### config.mk
export PLATFORM = sky130hd
export DESIGN_NAME = float_to_fixed_seq
export DESIGN_NICKNAME = d
export VERILOG_FILES = /design/src/rtl/float_to_fixed_seq.sv
export SDC_FILE = /design/constraint.sdc
export NUM_CORES = 1
export LEC_CHECK = 0
export ABC_CLOCK_PERIOD_IN_PS = 2300
export BUFFER_PORTS_ARGS = -buffer_cell sky130_fd_sc_hd__buf_2
export CAP_MARGIN = 15
export CORE_ASPECT_RATIO = 0.7
export CORE_MARGIN = 4
export CORE_UTILIZATION = 49
export CTS_CLUSTER_DIAMETER = 200
export DETAILED_ROUTE_END_ITERATION = 10
export GPL_ROUTABILITY_DRIVEN = 1
export PLACE_DENSITY = 0.72
export SYNTH_ARGS = -nofsm -noshare
export SYNTH_HDL_FRONTEND = slang
export SYNTH_SLANG_ARGS = --single-unit
### constraint.sdc
create_clock -name clk -period 2.3 [get_ports clk]
set_input_delay 0.23 -clock clk [delete_from_list [all_inputs] [get_ports clk]]
set_output_delay 0.23 -clock clk [all_outputs]
set_load 0.01 [all_outputs]
### src/rtl/float_to_fixed_seq.sv
// float_to_fixed_seq
// Multi-cycle IEEE-754 single precision to 32-bit two's-complement fixed-point
// converter.
//
// Conversion flow:
//   1. On accept, the input float is classified and the shift distance chosen.
//   2. The 24-bit mantissa is shifted by one bit per cycle, so the datapath
//      needs no barrel shifter.
//   3. The sign is applied.
//   4. The result is held until the consumer takes it.
//
// The number of fractional bits in the result is set per transaction by
// fixpointpos.

module float_to_fixed_seq #(
    parameter logic SAT = 1'b1
) (
    input  logic        clk,
    input  logic        rst,
    input  logic        in_valid,
    output logic        in_ready,
    input  logic [31:0] float_in,
    input  logic [4:0]  fixpointpos,
    output logic        out_valid,
    input  logic        out_ready,
    output logic [31:0] fixed_out,
    output logic        ovf
);

    typedef enum logic [1:0] {
        ST_IDLE,
        ST_SHIFT,
        ST_SIGN,
        ST_DONE
    } state_t;

    state_t state_q, state_d;

    // Working registers for the conversion in flight
    logic [31:0] mag_q, mag_d;
    logic [4:0]  cnt_q, cnt_d;
    logic        left_q, left_d;
    logic        sign_q, sign_d;
    logic        sat_q, sat_d;
    logic        ovf_pend_q, ovf_pend_d;

    // Result registers, kept stable from SIGN until the next SIGN
    logic [31:0] fixed_q, fixed_d;
    logic        ovf_q, ovf_d;

    // Fields of the incoming float and their classification
    logic               s_in;
    logic [7:0]         e_in;
    logic [22:0]        m_in;
    logic [23:0]        mant_in;
    logic signed [9:0]  sh_in;
    logic signed [9:0]  neg_sh_in;
    logic [31:0]        cls_mag;
    logic [4:0]         cls_cnt;
    logic               cls_left;
    logic               cls_sat;
    logic               cls_ovf;

    logic accept;

    assign accept = in_valid && (state_q == ST_IDLE);

    // Classify the incoming float: starting magnitude, shift direction,
    // iteration count and overflow handling for this transaction
    always_comb begin
        s_in      = float_in[31];
        e_in      = float_in[30:23];
        m_in      = float_in[22:0];
        mant_in   = {1'b1, m_in};
        sh_in     = signed'({2'b00, e_in}) + signed'({5'b00000, fixpointpos}) - 10'sd150;
        neg_sh_in = -sh_in;

        cls_mag   = {8'h00, mant_in};
        cls_cnt   = 5'd0;
        cls_left  = 1'b0;
        cls_sat   = 1'b0;
        cls_ovf   = 1'b0;

        if (e_in == 8'd0) begin
            // Zero and denormals both truncate to zero
            cls_mag = 32'd0;
        end else if (e_in == 8'hFF) begin
            // Inf/NaN: saturate, or pass the bare mantissa through when wrapping
            cls_ovf = 1'b1;
            cls_sat = SAT;
        end else if (sh_in <= -10'sd24) begin
            // Every mantissa bit falls below the binary point
            cls_mag = 32'd0;
        end else if (sh_in < 10'sd0) begin
            // Right shift; bits shifted out are dropped (truncation toward zero)
            cls_cnt = neg_sh_in[4:0];
        end else if (sh_in <= 10'sd7) begin
            // Left shift that always fits in 31 magnitude bits
            cls_cnt  = sh_in[4:0];
            cls_left = 1'b1;
        end else if (SAT) begin
            if (s_in && (m_in == 23'd0) && (sh_in == 10'sd8)) begin
                // Exactly -2^31 is representable: preload the magnitude,
                // and negation in SIGN leaves it unchanged
                cls_mag = 32'h8000_0000;
            end else begin
                cls_sat = 1'b1;
                cls_ovf = 1'b1;
            end
        end else begin
            // Wrap mode: keep shifting (at most 31 places) and keep the low word
            cls_ovf  = 1'b1;
            cls_left = 1'b1;
            cls_cnt  = (sh_in > 10'sd31) ? 5'd31 : sh_in[4:0];
        end
    end

    // State register
    always_ff @(posedge clk or negedge rst) begin
        if (!rst) begin
            state_q <= ST_IDLE;
        end else begin
            state_q <= state_d;
        end
    end

    // Next-state logic
    always_comb begin
        state_d = state_q;
        case (state_q)
            ST_IDLE: begin
                if (in_valid) begin
                    state_d = (cls_cnt != 5'd0) ? ST_SHIFT : ST_SIGN;
                end
            end
            ST_SHIFT: begin
                if (cnt_q == 5'd1) begin
                    state_d = ST_SIGN;
                end
            end
            ST_SIGN: begin
                state_d = ST_DONE;
            end
            ST_DONE: begin
                if (out_ready) begin
                    state_d = ST_IDLE;
                end
            end
            default: begin
                state_d = ST_IDLE;
            end
        endcase
    end

    // Handshake outputs decoded from the state
    always_comb begin
        in_ready  = (state_q == ST_IDLE);
        out_valid = (state_q == ST_DONE);
    end

    // Datapath: load on accept, shift one bit per SHIFT cycle, sign in SIGN
    always_comb begin
        mag_d      = mag_q;
        cnt_d      = cnt_q;
        left_d     = left_q;
        sign_d     = sign_q;
        sat_d      = sat_q;
        ovf_pend_d = ovf_pend_q;
        fixed_d    = fixed_q;
        ovf_d      = ovf_q;

        if (accept) begin
            mag_d      = cls_mag;
            cnt_d      = cls_cnt;
            left_d     = cls_left;
            sign_d     = s_in;
            sat_d      = cls_sat;
            ovf_pend_d = cls_ovf;
        end

        if (state_q == ST_SHIFT) begin
            mag_d = left_q ? {mag_q[30:0], 1'b0} : {1'b0, mag_q[31:1]};
            cnt_d = cnt_q - 5'd1;
        end

        if (state_q == ST_SIGN) begin
            if (sat_q) begin
                fixed_d = sign_q ? 32'h8000_0000 : 32'h7FFF_FFFF;
            end else begin
                fixed_d = sign_q ? (~mag_q + 32'd1) : mag_q;
            end
            ovf_d = ovf_pend_q;
        end
    end

    // Datapath and result registers; reset discards any work in flight
    always_ff @(posedge clk or negedge rst) begin
        if (!rst) begin
            mag_q      <= 32'd0;
            cnt_q      <= 5'd0;
            left_q     <= 1'b0;
            sign_q     <= 1'b0;
            sat_q      <= 1'b0;
            ovf_pend_q <= 1'b0;
            fixed_q    <= 32'd0;
            ovf_q      <= 1'b0;
        end else begin
            mag_q      <= mag_d;
            cnt_q      <= cnt_d;
            left_q     <= left_d;
            sign_q     <= sign_d;
            sat_q      <= sat_d;
            ovf_pend_q <= ovf_pend_d;
            fixed_q    <= fixed_d;
            ovf_q      <= ovf_d;
        end
    end

    assign fixed_out = fixed_q;
    assign ovf       = ovf_q;

endmodule
==> flow_metrics.py, run 1 <==
metrics = {
    "layout": {
        "seqCellArea_sq_um": 1880,
        "finalInstanceArea_sq_um": 7650,
        "multi_input_area_sq_um": 3720,
        "share_of_post_route_cells_with_drive_strength_above_1": 0.382,
        "fin_nets": 871,
        "fillCellCount": 843,
        "antenna-diode-count": 0,
        "final_util": 0.698,
        "synthToLayoutAreaGrowth_pct": 39.5,
    },
    "hold_path": {
        "worst_hold_endpoint": "mag_q[3]",
        "min_from": "float_in[3]",
        "holdCritPathClass": "primary input to flip-flop",
        "timing.hold.worst_path_depth": 2,
    },
    "detailed_routing": {
        "drc": 0,
        "dr_total_vias": 5725,
        "detail-route-antenna-nets": 0,
        "detail_route.first_pass.iterations": 6,
        "detail_route.wirelength_microns": 17600,
        "drt_first_iter_violations": 599,
        "detail_route.vias_per_cell": 5.93,
        "wl_per_cell_microns": 18.2,
    },
    "clock_tree": {
        "clock_tree.htree_level_count": 3,
        "clock_tree_from_tritoncts": "yes",
        "cts.sink_count": 75,
        "clock_tree.root_cell": "sky130_fd_sc_hd__clkbuf_16",
        "total_cts_buffers": 9,
        "ctsLongestPathBuffers": 2,
        "clock_transition_at_the_registers_of_the_reported_paths_ns": 0.06,
        "source_to_sink_clock_delay_at_the_later_pin_of_the_worst_skew_pair_ns": 0.34,
    },
    "setup_path": {
        "worstSetupPathType": "primary input to flip-flop",
        "timing.critical_path.mode_cell": "sky130_fd_sc_hd__ha_4",
        "regToRegStartpoint": "mag_q[7]",
        "critical_path_peak_fanout": 6,
        "r2r_setup_slack_ns": -0.28,
        "critPathLaunchType": "primary input",
        "timing.critical_path.arrival_ns": 2.96,
        "timing.reg2reg.worst_path_depth": 8,
        "worstSetupEndpointType": "flip-flop",
        "cp_slowest_cell": "sky130_fd_sc_hd__a2111oi_4",
        "worstPathCellList": "buf_8 > inv_12 > ha_4 > inv_2 > ha_4 > fa_2 > a211oi_4 > buf_6 > or2_4 > o211ai_1 > or2_1 > a2111oi_4 > nor2b_4 > a31o_1",
        "worst_r2r_endpoint": "fixed_out[26]",
        "max_stage_delay_ns": 0.43,
        "worst_ep_required_time_ns": 2.57,
    },
    "timing": {
        "timing.fmax_ghz": 0.372,
        "fin_worst_skew_ns": 0.00632,
        "fin_crit_ns": 2.69,
        "final.period_utilization": 1.17,
        "worstMarginPinSlew_ns": 0.702,
        "unrepaired_setup_endpoints_after_global_routing": "true",
        "drv_slew": 0,
        "timing.final.setup_violations": 50,
        "layout_setup_ws_ns": -0.386,
        "slew_hr": 0.526,
        "hold-worst-slack_ns": 0.105,
        "final-hold-violation-count": 0,
    },
    "synthesis": {
        "distinct_cells_synth": 74,
        "synth_enable_flop_cells": 0,
        "sequential_area_share_after_synthesis": 0.342,
        "ys_dominant_reg_cell": "sky130_fd_sc_hd__dfrtp_1",
        "postSynthAreaPerCell_sq_um": 8.34,
        "async_sr_flop_fraction": 1.00,
        "mapped_nets": 722,
        "post_synthesis_instance_total": 658,
        "synthesis.area_sq_um": 5490,
        "synthesis_warning_total": 0,
        "synth_seq_cells": 75,
    },
    "global_routing": {
        "antenna_found_initial": 0,
        "grt_use_total": 0.260,
        "number_of_global_route_vias_before_repair": 5319,
        "gr-total-overflow": 0,
        "first_pass_grt_wire_length_microns": 26800,
        "grt_start_max_net_pins": 76,
    },
    "pwr": {
        "power.density_cell_area_nw_per_um2": 1380,
        "vdd_drop_max_mv": 0.579,
        "power.static_leakage_nw": 3.51,
    },
    "status": {
        "outcome": "finished, violations left",
        "violations": "negative setup slack",
    },
    "placed_design": {
        "globalplace.congestion": 0.873,
        "detailedPlacementHpwl_microns": 11900,
        "io_buffer_count": 75,
        "dpl_cell_area_sq_um": 6650,
        "detailedPlace.worstSlack_ns": -0.731,
    },
    "floorplanning": {
        "ports": 76,
        "die-width_microns": 134,
        "floorplan.initialDensity": 0.500,
        "fp.dieArea_sq_um": 13000,
        "design.core.area_sq_um": 11000,
        "die-height_microns": 96.5,
        "row_cnt": 32,
    },
    "flow_run": {
        "max_cap_viol_count": 0,
    },
}
==> worst max-delay path, delay by kind of cell <==
family,cells,cell delay (ns)
AO/OA/AOI/OAI,4,1.01
buffers and inverters,4,0.29
AND/OR/NAND/NOR,3,0.65
adder cells (fa/ha/maj),3,0.77
==> cell families after synthesis <==
family / share of synthesized area
AO/OA/AOI/OAI: 0.241
XOR/XNOR: 0.0192
adder cells (fa/ha/maj): 0.0538
buffers and inverters: 0.0752
flip-flops: 0.342
multiplexers: 0.0698
AND/OR/NAND/NOR: 0.199
==> timing repair <==
item | 4_1_cts | 5_1_grt
hold buffers | 1 | 0
setup buffers | 14 | 9
gates resized for setup | 64 | 48
setup endpoints to repair | 53 | 55
pin swaps | 38 | 38
gates cloned | 1 | 1
hold endpoints to repair | 75 | 0
==> how the worst max path moves through the flow <==
stage	start	end	depth (start not counted)
5_1_grt	float_in[24]	cnt_q[0]	14
3_5_place_dp	float_in[24]	cnt_q[4]	13
3_3_place_gp	float_in[24]	cnt_q[4]	14
6_report	float_in[24]	cnt_q[0]	14
2_1_floorplan	float_in[24]	mag_q[13]	13
4_1_cts	float_in[24]	cnt_q[0]	14
==> state kept, by name, indices dropped and copies added (netlist names) <==
| signal | cells |
|---|---|
| state_q | 2 |
| mag_q | 32 |
| cnt_q | 5 |
| ovf | 1 |
| fixed_out | 32 |
| sign_q | 1 |
| ovf_pend_q | 1 |
| left_q | 1 |
==> report_power, final <==
| part | switching, mW | leakage (nW) | internal (mW) |
|---|---|---|---|
| clock | 0.545 | 0.150 | 0.946 |
| sequential | 0.440 | 0.949 | 1.90 |
| combinational | 3.76 | 2.41 | 2.96 |
==> synth_stat cells (all sizes together) (4+ instances only) <==
master	n	share of area
inv	44	0.030
xor2	6	0.0096
nand3	10	0.0091
nor2b	10	0.011
nor2	46	0.031
nand3b	4	0.0055
o221ai	7	0.011
nor3	11	0.012
a31oi	12	0.014
clkbuf	29	0.023
dfrtp	75	0.34
o2111ai	4	0.0064
mux2	34	0.070
nor4	14	0.017
nand4	7	0.0080
o211ai	11	0.015
a22oi	5	0.0068
or3	5	0.0057
o31ai	7	0.0096
a21oi	27	0.025
o21ai	70	0.064
nand2b	4	0.0046
o311ai	4	0.0064
ha	22	0.050
a21o	27	0.037
nand2	86	0.060
buf	17	0.019
xnor2	6	0.0096
==> layout by cell type (no fill, tap or decap), drive strengths merged, types with 3 or more instances in the layout <==
cell type  instances
a211o              3
a211oi             3
a21o              27
a21oi             27
a22oi              5
a31oi             12
buf              183
clkbuf            12
clkinv             4
dfrtp             75
ha                22
inv               44
mux2              34
nand2             86
nand2b             4
nand3             10
nand3b             4
nand4              7
nor2              46
nor2b             10
nor3              11
nor4              14
o2111ai            4
o211ai            11
o21ai             70
o221ai             7
o311ai             4
o31ai              7
or2                3
or3                5
or4                3
xnor2              6
xor2               6
==> metrics by stage <==
stage	std cells	setup TNS [ns]	total power, mW
global route	965	-18.44	11.2
detailed placement	925	-25.74	7.82
finish	965	-13.59	10.5
floorplan	658	-12.54	5.96
global placement	925	-22.78	7.58
CTS	956	-10.59	9.90
==> final cells by class <==
cell class | instances | share of cell area
clock buffer | 11 | 0.0304
sequential | 75 | 0.245
tap | 153 | 0.0250
multi-input combinational | 490 | 0.486
timing repair buffer | 185 | 0.179
inverter | 46 | 0.0245
clock inverter | 5 | 0.0101
==> metal layers <==
layer  track usage  part of all wire  wire [microns]
met1         0.368              0.44            7700
met2         0.394              0.45            7900
met3        0.0678             0.090            1590
met4        0.0729             0.023             411
met5             0                 0               0
(Power assumes the default switching activity.)
==> inputs of run 2 (changes only) <==
--- a/config.mk
+++ b/config.mk
@@ -15,6 +15,7 @@
 export DETAILED_ROUTE_END_ITERATION = 10
 export GPL_ROUTABILITY_DRIVEN = 1
 export PLACE_DENSITY = 0.72
+export SETUP_SLACK_MARGIN = 0.15
 export SYNTH_ARGS = -nofsm -noshare
 export SYNTH_HDL_FRONTEND = slang
 export SYNTH_SLANG_ARGS = --single-unit
==> run 2 against run 1 <==
The flow still finishes with violations (negative setup slack). Via count decreased by 0.87%. Setup slack improved by 0.066 ns. Final cell count increased by 0.10%. Die area unchanged. Critical path depth decreased by 1. Clock power increased by 9%. Combinational power decreased by 3.9%. Sequential share of layout area increased by 0.28 points. Clock skew about the same. Largest cell class unchanged.
==> flow_metrics.py, run 2 (synthesis gave the netlist of run 1 again) <==
metrics = {
    "timing": {
        "final-hold-violation-count": 0,
        "slew_hr": 0.479,
        "setup-tns-final_ns": -11.15,
        "fin_crit_ns": 2.62,
        "worstMarginPinSlew_ns": 0.775,
        "timing.fmax_ghz": 0.382,
        "layout_setup_ws_ns": -0.319,
        "fin_worst_skew_ns": 0.00676,
        "final.period_utilization": 1.14,
        "timing.final.setup_violations": 51,
        "unrepaired_setup_endpoints_after_global_routing": "true",
        "drv_slew": 0,
    },
    "detailed_routing": {
        "detail_route.wirelength_microns": 17100,
        "wl_per_cell_microns": 17.7,
        "dr_total_vias": 5675,
        "detail-route-antenna-nets": 0,
        "drt_first_iter_violations": 580,
        "drc": 0,
        "detail_route.first_pass.iterations": 5,
        "detail_route.vias_per_cell": 5.87,
    },
    "clock_tree": {
        "clock_transition_at_the_registers_of_the_reported_paths_ns": 0.06,
        "clock_tree.htree_level_count": 3,
        "ctsLongestPathBuffers": 2,
        "total_cts_buffers": 9,
        "cts.sink_count": 75,
        "clock_tree.root_cell": "sky130_fd_sc_hd__clkbuf_16",
        "clock_tree_from_tritoncts": "yes",
        "source_to_sink_clock_delay_at_the_later_pin_of_the_worst_skew_pair_ns": 0.34,
    },
    "setup_path": {
        "worstSetupPathType": "primary input to flip-flop",
        "worstPathCellList": "buf_8 > inv_12 > ha_4 > inv_2 > ha_4 > fa_2 > a211oi_4 > or2_4 > o211ai_1 > or2_1 > a2111oi_4 > nor2b_4 > a31o_2",
        "critical-path-top-delay-family": "compound AO/OA/AOI/OAI gates",
        "cp_slowest_cell": "sky130_fd_sc_hd__a2111oi_4",
        "r2r_setup_slack_ns": -0.28,
        "worst_ep_required_time_ns": 2.57,
        "max_stage_delay_ns": 0.44,
        "timing.critical_path.arrival_ns": 2.89,
        "count_of_buffer_and_inverter_cells_on_the_critical_path": 3,
        "worstSetupEndpointType": "flip-flop",
        "critPathLaunchType": "primary input",
        "critical_path_peak_fanout": 6,
        "timing.critical_path.mode_cell": "sky130_fd_sc_hd__ha_4",
    },
    "pwr": {
        "power_switching_share": 0.442,
        "p_switching_mw": 4.63,
        "power_frac_comb": 0.616,
        "power.static_leakage_nw": 3.50,
        "p_clk_frac": 0.155,
        "power.sequential.fraction": 0.229,
        "vdd_drop_max_mv": 0.679,
        "p_int_mw": 5.84,
        "power.density_cell_area_nw_per_um2": 1380,
    },
    "layout": {
        "fillCellCount": 886,
        "antenna-diode-count": 0,
        "layout.cells.non_filler": 966,
        "final_cell_mix": "98 x sky130_fd_sc_hd__buf_4, 82 x sky130_fd_sc_hd__nand2_1, 75 x sky130_fd_sc_hd__dfrtp_1",
        "fin_nets": 872,
        "final_common_cell": "sky130_fd_sc_hd__buf_4",
        "synthToLayoutAreaGrowth_pct": 37.9,
        "share_of_post_route_cells_with_drive_strength_above_1": 0.381,
    },
    "global_routing": {
        "number_of_global_route_vias_before_repair": 5311,
        "gr-total-overflow": 0,
        "grt_use_total": 0.260,
        "grt_start_max_net_pins": 68,
        "first_pass_grt_wire_length_microns": 26800,
        "antenna_found_initial": 0,
    },
    "status": {
        "outcome": "finished, violations left",
        "violations": "negative setup slack",
    },
    "floorplanning": {
        "row_cnt": 32,
        "floorplan.initialDensity": 0.500,
        "design.core.area_sq_um": 11000,
        "die-width_microns": 134,
        "fp.dieArea_sq_um": 13000,
        "ports": 76,
        "die-height_microns": 96.5,
    },
    "hold_path": {
        "holdCritPathClass": "primary input to flip-flop",
    },
    "flow_run": {
        "max_cap_viol_count": 0,
    },
    "placed_design": {
        "io_buffer_count": 75,
        "detailedPlacementHpwl_microns": 12200,
        "globalplace.congestion": 0.863,
        "dp.cells": 933,
    },
}
-- run 2: path summary, 6_finish.rpt --
check | start | endpoint | cells past startpoint
worst max-delay path | float_in[24] | cnt_q[4] | 13
worst min-delay path | float_in[9] | mag_q[9] | 2
worst max register to register | mag_q[8] | fixed_out[28] | 8
worst min register to register | fixed_out[7] | fixed_out[7] | 1
max in group asynchronous | rst | mag_q[0] | 3
min in group asynchronous | rst | fixed_out[28] | 2
-- run 2: layer usage --
metal | share of wire | global-route usage | vias to the layer above | wire length, microns
met3 | 0.083 | 0.0497 | 39 | 1420
li1 | - | - | 2659 | -
met5 | 0 | 0 | - | 0
met1 | 0.45 | 0.369 | 2724 | 7630
met4 | 0.020 | 0.0737 | 0 | 348
met2 | 0.45 | 0.408 | 253 | 7700
-- run 2: what timing repair did --
| action | in CTS | in global routing |
|---|---|---|
| pin swaps | 26 | 23 |
| resized for setup | 62 | 26 |
| endpoints found under the setup margin | 55 | 56 |
| hold buffers | 1 | 0 |
| setup buffers | 9 | 7 |
| hold endpoints to repair | 10 | 0 |
-- run 2: cell type report --
class	count	area [sq um]	area share
inverter	46	188	0.0248
multi-input combinational	490	3670	0.485
timing repair buffer	186	1300	0.172
tap	153	191	0.0253
sequential	75	1880	0.248
clock inverter	5	100	0.0132
clock buffer	11	243	0.0321
-- run 2: worst register-to-register path: cells and delay by family, from the launching register on --
family	cells	cell delay, ns
DFF	1	0.37
AOI/OAI and AO/OA	3	0.38
and+or+nand+nor	4	1.54
buffers and inverters	1	0.20
-- run 2: power by group through the flow --
stage | clock network [mW] | registers (mW) | logic, mW
after global routing | 1.69 | 2.47 | 6.97
after detailed placement | 0 | 2.39 | 5.64
final | 1.62 | 2.40 | 6.45
after floorplan | 0 | 2.43 | 3.67
after CTS | 1.64 | 2.37 | 6.10
after global placement | 0 | 2.35 | 5.43
-- run 2: per-stage QoR --
stage                     power, mW  worst slack [ns]  hold WS (ns)  utilization  instance area [sq um]
after detailed placement       8.03            -0.748         0.124        0.612                   6720
after global routing           11.1            -0.406         0.116        0.690                   7570
after CTS                      10.1            -0.274         0.107        0.673                   7380
final                          10.5            -0.319         0.113        0.690                   7570
after floorplan                6.10            -0.393       -0.0656            -                   5660
after global placement         7.78            -0.701         0.115        0.612                   6720
==> inputs of run 3 (changes only) <==
--- a/config.mk
+++ b/config.mk
@@ -5,6 +5,7 @@
 export SDC_FILE = /design/constraint.sdc
 export NUM_CORES = 1
 export LEC_CHECK = 0
+export ABC_AREA = 1
 export ABC_CLOCK_PERIOD_IN_PS = 2300
 export BUFFER_PORTS_ARGS = -buffer_cell sky130_fd_sc_hd__buf_2
 export CAP_MARGIN = 15
@@ -14,7 +15,7 @@
 export CTS_CLUSTER_DIAMETER = 200
 export DETAILED_ROUTE_END_ITERATION = 10
 export GPL_ROUTABILITY_DRIVEN = 1
-export PLACE_DENSITY = 0.72
+export PLACE_DENSITY = 0.73
 export SETUP_SLACK_MARGIN = 0.15
 export SYNTH_ARGS = -nofsm -noshare
 export SYNTH_HDL_FRONTEND = slang
==> run 3 against run 2 <==
The flow now finishes without violations. Register-to-register slack better by 0.50 ns. Critical path type unchanged. Sequential cell count unchanged. Synthesized cell count increased by 10%. Cell area is 10% lower. Global-route usage shrank 0.20 points. First-iteration DRC count up 8.8%. Sequential power increased by 13%. Highest routed layer unchanged. Non-clock buffer count fell by 54. Setup slack better by 0.43 ns. Clock skew grew 0.0015 ns.
==> flow_metrics.py, run 3 <==
metrics = {
    "status": {
        "outcome": "finished, final reports clean",
    },
    "detailed_routing": {
        "wl_per_cell_microns": 17.0,
        "dr_total_vias": 5662,
        "drc": 0,
        "drt_first_iter_violations": 631,
        "route.layer.met1.wl_microns": 7650,
        "detail-route-antenna-nets": 0,
        "detail_route.first_pass.iterations": 5,
        "detail_route.wirelength_microns": 16500,
        "wl_met2_microns": 7370,
        "route.met3.wl_microns": 1310,
        "detail_route.vias_per_cell": 5.83,
        "top_layer": "met4",
    },
    "clock_tree": {
        "total_cts_buffers": 9,
        "ctsLongestPathBuffers": 2,
        "source_to_sink_clock_delay_at_the_later_pin_of_the_worst_skew_pair_ns": 0.34,
        "clock_tree.root_cell": "sky130_fd_sc_hd__clkbuf_16",
        "cts.sink_count": 75,
        "clock_tree_from_tritoncts": "yes",
        "clock_transition_at_the_registers_of_the_reported_paths_ns": 0.06,
        "clock_tree.htree_level_count": 3,
    },
    "floorplanning": {
        "fp.dieArea_sq_um": 12500,
        "die-width_microns": 132,
        "design.core.area_sq_um": 10400,
        "ports": 76,
        "die-height_microns": 94.8,
        "row_cnt": 31,
        "floorplan.initialDensity": 0.505,
    },
    "setup_path": {
        "regToRegStartpoint": "mag_q[1]",
        "critPathLaunchType": "primary input",
        "worstSetupEndpointType": "flip-flop",
        "cp_slowest_cell": "sky130_fd_sc_hd__fa_2",
        "worstPathCellList": "buf_12 > inv_12 > ha_4 > inv_2 > ha_4 > fa_2 > or2_1 > nand2_2 > buf_4 > nand3_1 > a21oi_2 > nand3_1 > nand2_1 > nor2_4 > nor2_4 > nor2_1 > nand2_1 > a21oi_1",
        "crit_path_to": "state_q[1]",
        "worstSetupPathType": "primary input to flip-flop",
        "timing.critical_path.arrival_ns": 2.41,
        "critical_path_peak_fanout": 5,
        "r2r_setup_slack_ns": 0.22,
        "worst_ep_required_time_ns": 2.52,
        "worst_setup_path_startpoint": "float_in[24]",
        "max_stage_delay_ns": 0.39,
        "timing.reg2reg.worst_path_depth": 13,
        "cp_num_cells": 18,
        "critical-path-top-delay-family": "simple AND/OR/NAND/NOR gates",
        "count_of_buffer_and_inverter_cells_on_the_critical_path": 4,
        "worst_r2r_endpoint": "fixed_out[22]",
    },
    "timing": {
        "timing.final.setup_violations": 0,
        "fin_crit_ns": 2.19,
        "final.period_utilization": 0.954,
        "final-hold-violation-count": 0,
        "drv_slew": 0,
        "fin_worst_skew_ns": 0.00828,
        "slew_hr": 0.583,
        "timing.fmax_ghz": 0.456,
        "worstMarginPinSlew_ns": 0.625,
        "unrepaired_setup_endpoints_after_global_routing": "true",
    },
    "global_routing": {
        "first_pass_grt_wire_length_microns": 26300,
        "grt_start_max_net_pins": 76,
        "antenna_found_initial": 0,
        "grt_use_total": 0.258,
        "gr-total-overflow": 0,
        "number_of_global_route_vias_before_repair": 5274,
    },
    "pwr": {
        "power.static_leakage_nw": 3.21,
        "total_power_mw": 9.16,
        "power.density_cell_area_nw_per_um2": 1350,
        "vdd_drop_max_mv": 0.777,
    },
    "placed_design": {
        "io_buffer_count": 75,
        "detailedPlacementHpwl_microns": 11900,
        "globalplace.congestion": 0.906,
    },
    "layout": {
        "fillCellCount": 897,
        "share_of_post_route_cells_with_drive_strength_above_1": 0.273,
        "antenna-diode-count": 0,
        "final_util": 0.649,
        "final_common_cell": "sky130_fd_sc_hd__nand2_1",
        "final_cell_mix": "101 x sky130_fd_sc_hd__nand2_1, 90 x sky130_fd_sc_hd__nor2_1, 73 x sky130_fd_sc_hd__buf_2",
        "fin_nets": 898,
        "synthToLayoutAreaGrowth_pct": 28.5,
    },
    "hold_path": {
        "min_from": "float_in[8]",
        "holdCritPathClass": "primary input to flip-flop",
    },
    "synthesis": {
        "synthesis.area_sq_um": 5270,
        "async_sr_flop_fraction": 1.00,
        "post_synthesis_instance_total": 726,
        "distinct_cells_synth": 36,
        "ys_dominant_reg_cell": "sky130_fd_sc_hd__dfrtp_1",
        "synth.most_common_cell": "sky130_fd_sc_hd__nand2_1",
        "netlist.area_leader.share": 0.356,
        "synthesis_warning_total": 0,
        "synth_enable_flop_cells": 0,
        "ys_top_cells_by_count": "115 x sky130_fd_sc_hd__nand2_1, 95 x sky130_fd_sc_hd__nor2_1, 75 x sky130_fd_sc_hd__dfrtp_1, 75 x sky130_fd_sc_hd__inv_1, 52 x sky130_fd_sc_hd__nand3_1",
        "postSynthAreaPerCell_sq_um": 7.26,
        "synth_seq_cells": 75,
        "mapped_nets": 790,
        "sequential_area_share_after_synthesis": 0.356,
        "post-synth-top-area-cell": "sky130_fd_sc_hd__dfrtp_1",
        "ys_top_cells_by_area": "sky130_fd_sc_hd__dfrtp_1 36%, sky130_fd_sc_hd__nand2_1 8.2%, sky130_fd_sc_hd__nor2_1 6.8%, sky130_fd_sc_hd__inv_1 5.3%, sky130_fd_sc_hd__ha_1 5.2%",
    },
    "flow_run": {
        "max_cap_viol_count": 0,
    },
}
-- run 3: cell count changes after synthesis, sizes merged, moves of 29 or more --
cell   previous run  this run
mux2             34         0
nand2            86       123
nand4             7        36
inv              44        78
nor2             46       100
nand3            10        56
-- run 3: logic make-up after synthesis --
| kind of cell | count (synthesis) | synth area share |
|---|---|---|
| compound gates | 150 | 0.171 |
| flops | 75 | 0.356 |
| buf+inv | 118 | 0.0899 |
| simple gates | 339 | 0.293 |
| xor+xnor | 21 | 0.0349 |
| fa+ha+maj | 23 | 0.0560 |
-- run 3: timing repair --
action | in CTS | in global routing
pin swaps | 10 | 31
gates cloned | 0 | 0
resized for setup | 18 | 55
endpoints found under the hold margin | 75 | 0
hold buffers | 1 | 0
endpoints found under the setup margin | 34 | 41
setup buffers | 0 | 8
-- run 3: how the worst min path moves through the flow --
stage | to | slack [ns] | depth (start not counted)
detailed placement | mag_q[6] | 0.29 | 2
global placement | mag_q[6] | 0.29 | 2
global route | mag_q[6] | 0.19 | 3
CTS | mag_q[11] | 0.18 | 3
finish | mag_q[8] | 0.19 | 3
floorplan | cnt_q[0] | -0.07 | 0
-- run 3: per-stage QoR --
step                cells  area, sq um  hold slack [ns]  worst slack [ns]  setup TNS (ns)
CTS                   963         6490            0.181             0.151               0
finish                971         6780            0.187             0.106               0
floorplan             726         5340          -0.0656            0.0358               0
global placement      946         6090            0.288            -0.308           -8.36
global route          971         6780            0.195           -0.0269         -0.0269
detailed placement    946         6090            0.293            -0.365          -10.43
-- run 3: per-layer routing --
layer,global-route usage,vias up
met5,0,-
met4,0.0472,0
met3,0.0570,21
met2,0.395,258
met1,0.378,2683
li1,-,2700
-- run 3: layout make-up --
type                       instances  area (sq um)  area share
clock inverter                     6          90.1      0.0133
multi-input combinational        533          3220       0.475
tap                              132           165      0.0244
sequential                        75          1880       0.278
inverter                          83           332      0.0489
clock buffer                      10           229      0.0338
timing repair buffer             132           862       0.127
-- run 3: worst min-delay path: cells and delay by family --
family                 cells  cell delay (ns)
AOI/OAI and AO/OA          1             0.06
buffers and inverters      1             0.11
and+or+nand+nor            1             0.09
-- run 3: report_power, final --
part | switching, mW | internal, mW | total (mW)
Clock | 0.554 | 0.952 | 1.51
Sequential | 0.694 | 2.01 | 2.71
Combinational | 3.04 | 1.91 | 4.95
Total | 4.29 | 4.87 | 9.16
